### config.mk
export PLATFORM = sky130hd
export DESIGN_NAME = complex_accum
export DESIGN_NICKNAME = d
export VERILOG_FILES = /design/src/rtl/complex_accum.sv
export SDC_FILE = /design/constraint.sdc
export NUM_CORES = 1
export LEC_CHECK = 0
export ABC_CLOCK_PERIOD_IN_PS = 5900
export CORE_MARGIN = 4
export CORE_UTILIZATION = 25
export CTS_BUF_LIST = sky130_fd_sc_hd__clkbuf_8
export DETAILED_ROUTE_END_ITERATION = 16
export SETUP_SLACK_MARGIN = 0.15
export SLEW_MARGIN = 30
export SYNTH_ARGS = -nofsm -noshare
export SYNTH_HDL_FRONTEND = slang
export SYNTH_SLANG_ARGS = --single-unit
### constraint.sdc
create_clock -name clk -period 5.9 [get_ports clk]
set_clock_uncertainty 0.1 [all_clocks]
set_input_delay 0.59 -clock clk [delete_from_list [all_inputs] [get_ports clk]]
set_output_delay 0.59 -clock clk [all_outputs]
set_load 0.02 [all_outputs]
### src/rtl/complex_accum.sv
// complex_accum: sums N_ACC complex Q10.5 products into saturating ACC_W accumulators.
// Ports: clk, reset (async, active-low), clr, in_valid/in_ready with preal/pimag,
//        out_valid/out_ready with acc_real/acc_imag/sat, sticky overrun, burst count cnt.
module complex_accum #(
    parameter int N_ACC = 4,
    parameter int ACC_W = 20
) (
    input  logic                    clk,
    input  logic                    reset,
    input  logic                    clr,
    input  logic                    in_valid,
    input  logic signed [14:0]      preal,
    input  logic signed [14:0]      pimag,
    output logic                    in_ready,
    output logic signed [ACC_W-1:0] acc_real,
    output logic signed [ACC_W-1:0] acc_imag,
    output logic                    out_valid,
    input  logic                    out_ready,
    output logic                    sat,
    output logic                    overrun,
    output logic [7:0]              cnt
);

    localparam logic [1:0] S_IDLE  = 2'd0;
    localparam logic [1:0] S_ACCUM = 2'd1;
    localparam logic [1:0] S_HOLD  = 2'd2;

    localparam logic [7:0] N_LAST  = 8'(N_ACC);
    localparam logic       ONE_SHOT = (N_ACC == 1);

    logic [1:0]             r_state;
    logic [ACC_W-1:0]       r_acc_re;
    logic [ACC_W-1:0]       r_acc_im;
    logic [7:0]             r_cnt;
    logic                   r_out_valid;
    logic                   r_sat;
    logic                   r_overrun;

    logic                   w_in_ready;
    logic                   w_accept;
    logic signed [ACC_W-1:0] w_ext_re;
    logic signed [ACC_W-1:0] w_ext_im;
    logic [ACC_W:0]         w_sum_re;
    logic [ACC_W:0]         w_sum_im;
    logic [7:0]             w_cnt_nxt;
    logic                   w_last;

    // Returns {clamped, value}: add at ACC_W+1 bits, clamp on sign disagreement.
    function automatic logic [ACC_W:0] sat_add(
        input logic [ACC_W-1:0] a,
        input logic [ACC_W-1:0] b
    );
        logic [ACC_W:0]   s;
        logic [ACC_W-1:0] maxv;
        logic [ACC_W-1:0] minv;
        s    = {a[ACC_W-1], a} + {b[ACC_W-1], b};
        maxv = {1'b0, {(ACC_W-1){1'b1}}};
        minv = {1'b1, {(ACC_W-1){1'b0}}};
        if (s[ACC_W] != s[ACC_W-1])
            return {1'b1, (s[ACC_W] ? minv : maxv)};
        return {1'b0, s[ACC_W-1:0]};
    endfunction

    // A finished result only blocks new input until the consumer takes it.
    assign w_in_ready = (r_state == S_HOLD) ? out_ready : 1'b1;
    assign w_accept   = in_valid && w_in_ready;

    assign w_ext_re  = ACC_W'(preal);
    assign w_ext_im  = ACC_W'(pimag);
    assign w_sum_re  = sat_add(r_acc_re, w_ext_re);
    assign w_sum_im  = sat_add(r_acc_im, w_ext_im);
    assign w_cnt_nxt = r_cnt + 8'd1;
    assign w_last    = (w_cnt_nxt == N_LAST);

    always_ff @(posedge clk or negedge reset) begin
        if (!reset) begin
            r_state     <= S_IDLE;
            r_acc_re    <= '0;
            r_acc_im    <= '0;
            r_cnt       <= '0;
            r_out_valid <= 1'b0;
            r_sat       <= 1'b0;
            r_overrun   <= 1'b0;
        end else if (clr) begin
            r_state     <= S_IDLE;
            r_acc_re    <= '0;
            r_acc_im    <= '0;
            r_cnt       <= '0;
            r_out_valid <= 1'b0;
            r_sat       <= 1'b0;
            r_overrun   <= 1'b0;
        end else begin
            if (in_valid && !w_in_ready)
                r_overrun <= 1'b1;
            unique case (r_state)
                S_IDLE, S_HOLD: begin
                    // First sample of a burst overwrites the old sum.
                    if (w_accept) begin
                        r_acc_re    <= w_ext_re;
                        r_acc_im    <= w_ext_im;
                        r_cnt       <= 8'd1;
                        r_sat       <= 1'b0;
                        r_state     <= ONE_SHOT ? S_HOLD : S_ACCUM;
                        r_out_valid <= ONE_SHOT;
                    end else if (r_state == S_HOLD && out_ready) begin
                        r_state     <= S_IDLE;
                        r_cnt       <= '0;
                        r_out_valid <= 1'b0;
                    end
                end
                S_ACCUM: begin
                    if (w_accept) begin
                        r_acc_re <= w_sum_re[ACC_W-1:0];
                        r_acc_im <= w_sum_im[ACC_W-1:0];
                        r_sat    <= r_sat | w_sum_re[ACC_W] | w_sum_im[ACC_W];
                        r_cnt    <= w_cnt_nxt;
                        if (w_last) begin
                            r_state     <= S_HOLD;
                            r_out_valid <= 1'b1;
                        end
                    end
                end
                default: begin
                    r_state     <= S_IDLE;
                    r_out_valid <= 1'b0;
                end
            endcase
        end
    end

    assign in_ready  = w_in_ready;
    assign acc_real  = r_acc_re;
    assign acc_imag  = r_acc_im;
    assign out_valid = r_out_valid;
    assign sat       = r_sat;
    assign overrun   = r_overrun;
    assign cnt       = r_cnt;

endmodule

# == Word level (Yosys, flattened, before mapping) ==
# Index checks and enable logic that the tools add are counted.
# word_totals
ff_bits,53
latchBits,0
ram_bits,0
romBits,0
in_bits,35
out_inout_bits,52
elab_cells,72
memories,0
# classes
add_sub_neg,3
mul,0
div,0
n_lt_le_gt_ge,0
n_eq_ne,9
n_shift,0
n_mux,40
bitwise,2
n_reduce_logical,11
# ops
cell,count
two-way mux 20 bit,8
two-way mux 21 bit,4
case mux 20 bit (2 select lines),2
adder 20 x 15 -> 21 bit,2
two-way mux 8 bit,4
case mux 8 bit (2 select lines),1
two-way mux 1 bit,13
two-way mux 2 bit,5
!= test 3 bit (second input constant),3
AND reduction 3 bit,3
adder 8 x 1 -> 8 bit (second input constant),1
== test 8 x 3 -> 1 bit (second input constant),1
!= test 4 bit (second input constant),1
case mux 1 bit (2 select lines),2
case mux 2 bit (2 select lines),1
logical AND 1 bit,3
nonzero test 3 bit,1
== test 2 x 1 -> 1 bit (second input constant),1
== test 2 bit (second input constant),1
zero test 2 bit,1
!= test 1 bit,2
bitwise OR 1 bit,2
nonzero test 2 bit,1
OR reduction 2 bit,1
zero test 1 bit,1

# == Logic depth before layout (Yosys ltp) ==
# Gate-level depths: netlist of the first run.
# depth
depth_word,9
ltp_mapped,12
ltp_nobuf,11

# == Worst setup path before layout of the first run ==
# Ideal clock, no wire load.
# synth_timing
kind,input to register
startpoint,in preal[14]
endpoint,"reg r_acc_re[2], in the netlist acc_real[2]"
setup_ns,0.080
arrival_time_ns,2.596
required_ns,5.720
setup_slack_ns,3.124
stages,9
cell_sequence,ha_1 > a21o_1 > a31o_1 > a221o_1 > a21oi_4 > mux2i_1 > nand2_1 > buf_4 > o22ai_2
# synth_between
elab_chain_len,7
elab_cells_between_ends,9
classes_between,1 x add/sub; 1 x eq/ne; 7 x mux
# synth_lines
item,line_no,source
"start, declared",12,"input logic signed [14:0] preal,"
adder 20 x 15 -> 21 bit (*),56,"s = {a[ACC_W-1], a} + {b[ACC_W-1], b};"
two-way mux 20 bit or != test 1 bit (tied branches),"60, 59",
two-way mux 21 bit or two-way mux 1 bit (tied branches),59,if (s[ACC_W] != s[ACC_W-1])
two-way mux 21 bit (*),61,"return {1'b0, s[ACC_W-1:0]};"
two-way mux 20 bit (*),112,if (w_accept) begin
case mux 20 bit (2 select lines) (*),95,unique case (r_state)
two-way mux 20 bit (*),84,end else if (clr) begin
"end signal, assigned",99,r_acc_re <= w_ext_re;
"end signal, assigned",113,r_acc_re <= w_sum_re[ACC_W-1:0];
"end, declared",32,logic [ACC_W-1:0] r_acc_re;
# Mark *: on every way between the ends. The rest lies on a longest branch, timed or not. The select of a mux whose other input is x is not followed.
# A chain may end at the register's enable or synchronous reset.

# == Final worst setup path of the first run ==
# layout_timing
startpoint,in preal[14]
endpoint,"reg r_acc_re[1], in the netlist acc_real[1]"
# Same word-level chain as after synthesis.

==> metrics.yaml, run 1 <==
via_count: 4497
synth_cells: 581
synth_top_family_by_area: "compound AO/OA/AOI/OAI gates"
fp.dieH_um: 144.6
critical_path_buf_inv_count: 1
fin_nets: 739
grt_pass1_wl_um: 22440
finalCritPeriodShare: 0.5953
die_area_um2: 20900
via_per_inst: 5.047
clock-sinks: 53
tightest_slew_ns: 0.7595
final_antenna_net_count: 0
synth-simple-area-share: 0.1945
maxCapViolCount: 0
cts-root-buf: "clkbuf_8"
cts_buffers: 5
final_common_cell: "clkdlybuf4s50_1"
p_leak_nw: 2.516
fmax_mhz: 284.7
p_total_mw: 1.685
end_kind: "register"
required_ns: 6.05
cp_slowest_cell: "clkdlybuf4s50_1"
wire_per_inst_um: 15.46
yosys_most_used_dff: "dfrtp_1"
drive_gt1_frac: 0.05740
synth_compound_area_frac: 0.3096
ys_ff_latch: 53
clk_latency_ns: 0.34
top_level_ports: 87
status: "completed"
cp-start-kind: "input pin"
post_cts_buffers: 0
fin_crit_ns: 3.512
cts.clk_slew.worst_paths_ns: 0.11
ctsHoldBuffers: 0
cp_max_fo: 14
peakVddDrop_mv: 0.1422
grt_pass1_vias: 4389
overflow: 0
syn_area_per_cell_um2: 8.026
p_per_area_nw_per_um2: 285.3
worstHoldPathType: "input pin to asynchronous set/reset pin"
crit_type: "input pin to register"
critPathArrivalTime_ns: 3.67
cts_resized: 0
firstDrtPassIters: 4
synth_mux_area_frac: 0.004293
synthAdderAreaFrac: 0.1186
most-common-layout-cells: "clkdlybuf4s50_1 (85), nor2_1 (75), a21oi_1 (72)"
slew_headroom: 0.4936
final_core_util: 0.3254
critPathMaxStageDelay_ns: 0.59
path_cells: "clkdlybuf4s50_1 > ha_1 > a21o_1 > a31o_1 > a221o_1 > a21oi_4 > mux2i_1 > nand2_1 > o221ai_1"
drcViolationCount: 0
drtIter0Drc: 180
synth-seq-area-share: 0.2844
cts_tree: "done"
die_x_um: 144.6
cp_top_family: "compound AO/OA/AOI/OAI gates"
async_flop_share: 1.000
syn-cell-area_um2: 4663
rsz0062_at_grt: "no"
final-setup-viol-count: 0
syn_nets: 659
row_count: 49
setup-tns-final_ns: 0
wirelength_um: 13780
hpwl_um: 9952
hold_viol: 0
initial_core_util: 0.2570
design_area_um2: 5906
grt_max_degree: 54
placed_area_um2: 5772
synth_edf_count: 0
ys_warn_count: 0
cts_buffer_depth: 2
io_buffers: 86
gp_congestion: 0.8316
antenna_found_initial: 0
design.core.area_um2: 18150
area_growth_pct: 26.64
final_max_slew_viol_count: 0
htree_levels: 2
synth_cell_types: 62
antenna_cells: 0
yosys.area_share.xor_xnor: 0.05822
grt_use_total: 0.1334
## worst register-to-register path, stage by stage (launching register included)
cell	delay, ns
dfrtp_1	0.43
ha_1	0.23
inv_1	0.07
fa_1	0.41
nor2b_1	0.22
o31a_1	0.24
o211ai_2	0.17
a21oi_1	0.19
nor2_1	0.07
mux2i_1	0.17
nand2_1	0.41
o221ai_1	0.33
## cell families (layout without fill, tap and decap cells)
| logic type | Yosys count | after routing |
|---|---|---|
| AOI/OAI and AO/OA | 225 | 225 |
| xor gates and xnor gates | 28 | 28 |
| adders and majority gates | 43 | 43 |
| buffers and inverters | 33 | 114 |
| DFF | 53 | 53 |
| muxes | 2 | 2 |
| and+or+nand+nor | 197 | 197 |
## registers in the layout (all words and copies together), names as in the netlist
| signal | count |
|---|---|
| acc_real | 20 |
| sat | 1 |
| out_valid | 1 |
| cnt | 8 |
| r_state | 2 |
| overrun | 1 |
| acc_imag | 20 |
## per-stage QoR
stage	hold WS (ns)	std cells	setup WS, ns
3_3_place_gp	0.3766	883	2.055
6_report	0.2928	891	2.388
2_1_floorplan	0.1944	581	3.124
5_1_grt	0.3599	891	2.074
3_5_place_dp	0.3872	883	2.022
4_1_cts	0.3122	891	2.380
## synthesized netlist by cell type (all sizes together) (3+ instances only)
library cell	instances	area (um^2)
nor2b	4	25.02
nand3	10	50.05
a21oi	75	397.9
a311oi	5	43.79
o21bai	3	22.52
buf	5	36.28
o22ai	14	112.6
or3	3	18.77
o21ai	63	322.8
a21boi	6	45.05
xnor2	18	165.2
nor2	76	285.3
a21o	7	52.55
and3	18	112.6
nand2	50	187.7
a211oi	6	50.05
nand2b	9	56.30
nor3	6	30.03
and2	8	50.05
clkbuf	13	48.80
inv	15	56.30
xor2	10	106.4
o21a	11	82.58
o211ai	10	80.07
or2	5	31.28
dfrtp	53	1326
a31oi	7	43.79
ha	41	513.0
## power by group
part | internal (mW) | switching (mW)
Combinational | 0.389 | 0.517
Clock | 0.169 | 0.147
Sequential | 0.414 | 0.0486
## worst paths after layout
kind,from,to,slack (ns),depth (start not counted)
max,preal[14],acc_real[1]$_DFFE_PN0P_,2.39,9
min reg2reg,out_valid$_DFFE_PN0P_,out_valid$_DFFE_PN0P_,0.40,2
max in group asynchronous,reset,cnt[5]$_DFFE_PN0P_,4.90,2
min in group clk,out_valid$_DFFE_PN0P_,out_valid$_DFFE_PN0P_,0.40,2
max reg2reg,acc_real[0]$_DFFE_PN0P_,acc_real[1]$_DFFE_PN0P_,2.77,11
min,reset,acc_real[6]$_DFFE_PN0P_,0.29,2
## per-layer routing
| metal | up-vias | GRT usage | wire length (um) |
|---|---|---|---|
| met5 | - | 0 | 0 |
| met4 | 0 | 0.02798 | 122 |
| met3 | 8 | 0.02149 | 595 |
| met2 | 86 | 0.2343 | 6700 |
| met1 | 2112 | 0.1728 | 6360 |
| li1 | 2291 | - | - |
## layout make-up
| cell class | instances | area, um^2 |
|---|---|---|
| fill | 1947 | 12240 |
| timing repair buffer | 91 | 893.4 |
| clock inverter | 3 | 65.06 |
| clock buffer | 5 | 68.82 |
| tap | 229 | 286.5 |
| sequential | 53 | 1326 |
| inverter | 15 | 56.30 |
| multi-input combinational | 495 | 3209 |
Note: power is estimated with default switching activity, not from simulation.
==> run 2, diff against run 1 <==
--- a/config.mk
+++ b/config.mk
@@ -5,7 +5,7 @@
 export SDC_FILE = /design/constraint.sdc
 export NUM_CORES = 1
 export LEC_CHECK = 0
-export ABC_CLOCK_PERIOD_IN_PS = 5900
+export ABC_CLOCK_PERIOD_IN_PS = 3200
 export CORE_MARGIN = 4
 export CORE_UTILIZATION = 25
 export CTS_BUF_LIST = sky130_fd_sc_hd__clkbuf_8
==> constraint.sdc (replaced) <==
create_clock -name clk -period 3.2 [get_ports clk]
set_clock_uncertainty 0.1 [all_clocks]
set_input_delay 0.32 -clock clk [delete_from_list [all_inputs] [get_ports clk]]
set_output_delay 0.32 -clock clk [all_outputs]
set_load 0.02 [all_outputs]
==> run 2 against run 1 <==
Global-route usage up 0.31 points. First-iteration DRC count up 9.4%. Critical path type unchanged. Count of clock-buffer cells in the layout unchanged. Total power up 84%. Clock power up 27%. Critical path depth up 2.
==> metrics.yaml, run 2 (synthesized netlist as in run 1, its figures left out) <==
final_max_slew_viol_count: 0
fmax_mhz: 352.9
row_count: 49
hold_viol: 0
grt_pass1_vias: 4660
setup-tns-final_ns: 0
fin_crit_ns: 2.834
whs_ns: 0.4003
wirelength_um: 13960
required_ns: 3.36
worstHoldEndpoint: "out_valid$_DFFE_PN0P_"
cts_tree: "done"
top_level_ports: 87
antenna_cells: 0
slew_headroom: 0.5099
grt_use_total: 0.1365
fin_nets: 773
firstDrtPassIters: 4
timing.rr.end: "acc_imag[4]$_DFFE_PN0P_"
crit_type: "input pin to register"
drcViolationCount: 0
worstHoldPathType: "register to register"
cp_max_fo: 5
rsz0062_at_grt: "no"
die_x_um: 144.6
via_per_inst: 5.008
peakVddDrop_mv: 0.1886
grt_pass1_wl_um: 23340
via_count: 4632
io_buffers: 86
dp_slack_ns: -0.09747
wire_per_inst_um: 15.09
cts-root-buf: "clkbuf_8"
most-common-layout-cells: "clkdlybuf4s50_1 (85), nor2_1 (75), a21oi_1 (71)"
critPathArrivalTime_ns: 2.99
p_leak_nw: 2.678
design.core.area_um2: 18150
tightest_slew_ns: 0.7351
final-setup-viol-count: 0
p_per_area_nw_per_um2: 502.4
die_area_um2: 20900
fp.dieH_um: 144.6
cts.clk_slew.worst_paths_ns: 0.10
antenna_found_initial: 0
cts_buffer_depth: 2
drive_gt1_frac: 0.1020
rrSetupSlack_ns: 0.43
grt_max_degree: 40
holdPathStages: 2
final_antenna_net_count: 0
clk_latency_ns: 0.34
setup_ws_ns: 0.3664
overflow: 0
cp-start-kind: "input pin"
status: "completed"
initial_core_util: 0.2570
end_kind: "register"
hpwl_um: 10410
rr_worst_depth: 12
cts_buffers: 5
worst_hold_startpoint: "out_valid$_DFFE_PN0P_"
final_common_cell: "clkdlybuf4s50_1"
clock-sinks: 53
htree_levels: 2
finalCritPeriodShare: 0.8855
drtIter0Drc: 197
area_growth_pct: 32.36
maxCapViolCount: 0
r2r-start: "acc_imag[0]$_DFFE_PN0P_"
gp_congestion: 0.7999
==> run 2: per-layer routing <==
| metal | vias up | track usage | wire length (um) | share of wire |
|---|---|---|---|---|
| li1 | 2344 | - | - | - |
| met1 | 2194 | 0.1802 | 6687 | 0.48 |
| met2 | 86 | 0.2343 | 6696 | 0.48 |
| met3 | 8 | 0.02116 | 441 | 0.032 |
| met4 | 0 | 0.03289 | 133 | 0.0095 |
| met5 | - | 0 | 0 | 0 |
==> run 2: worst max-delay path: stages <==
cell	delay, ns
clkdlybuf4s50_1	0.52
ha_1	0.40
a21oi_1	0.14
o21ai_0	0.12
a41o_1	0.27
a21oi_1	0.27
and2_1	0.26
a311oi_1	0.13
buf_4	0.16
or2_2	0.29
o211ai_1	0.10
==> run 2: layout make-up <==
cell class | instances | area (um^2)
Sequential cell | 53 | 1326
Clock buffer | 5 | 68.82
Clock inverter | 3 | 11.26
Inverter | 15 | 56.30
Timing Repair Buffer | 125 | 1201
Multi-Input combinational cell | 495 | 3222
Tap cell | 229 | 286.5
Fill cell | 1948 | 11980
==> run 2: repair_timing <==
item	CTS	global route
hold buffers	1	0
endpoints found under the setup margin	0	16
endpoints found under the hold margin	27	0
resized for setup	0	3
buffers inserted	0	1
==> run 2: report_power, final <==
part / leakage [nW] / total [mW] / switching [mW] / internal [mW]
Sequential: 0.686 / 0.853 / 0.0905 / 0.762
Combinational: 1.94 / 1.85 / 0.993 / 0.853
Clock: 0.0519 / 0.402 / 0.255 / 0.147
==> run 2: how the worst max path moves through the flow <==
stage                                       start                  endpoint  slack (ns)  depth (start not counted)
after detailed placement                 preal[0]   acc_real[9]$_DFFE_PN0P_        -0.1                         12
after global placement                   preal[0]  acc_real[12]$_DFFE_PN0P_       -0.02                         12
after floorplan           acc_real[0]$_DFFE_PN0P_   acc_real[8]$_DFFE_PN0P_        0.53                         12
final                                   pimag[14]  acc_imag[17]$_DFFE_PN0P_        0.37                         11
after global routing                    preal[14]   acc_real[3]$_DFFE_PN0P_        0.21                         10
after CTS                                preal[0]   acc_real[9]$_DFFE_PN0P_        0.27                         12
==> run 2: stage by stage <==
step	cells	util	total power [mW]	area (um^2)
2_1_floorplan	581	-	2.046	4663
3_3_place_gp	915	0.3334	2.668	6050
3_5_place_dp	915	0.3334	2.675	6050
6_report	925	0.3401	3.101	6172
4_1_cts	924	0.3383	3.098	6140
5_1_grt	925	0.3401	3.369	6172
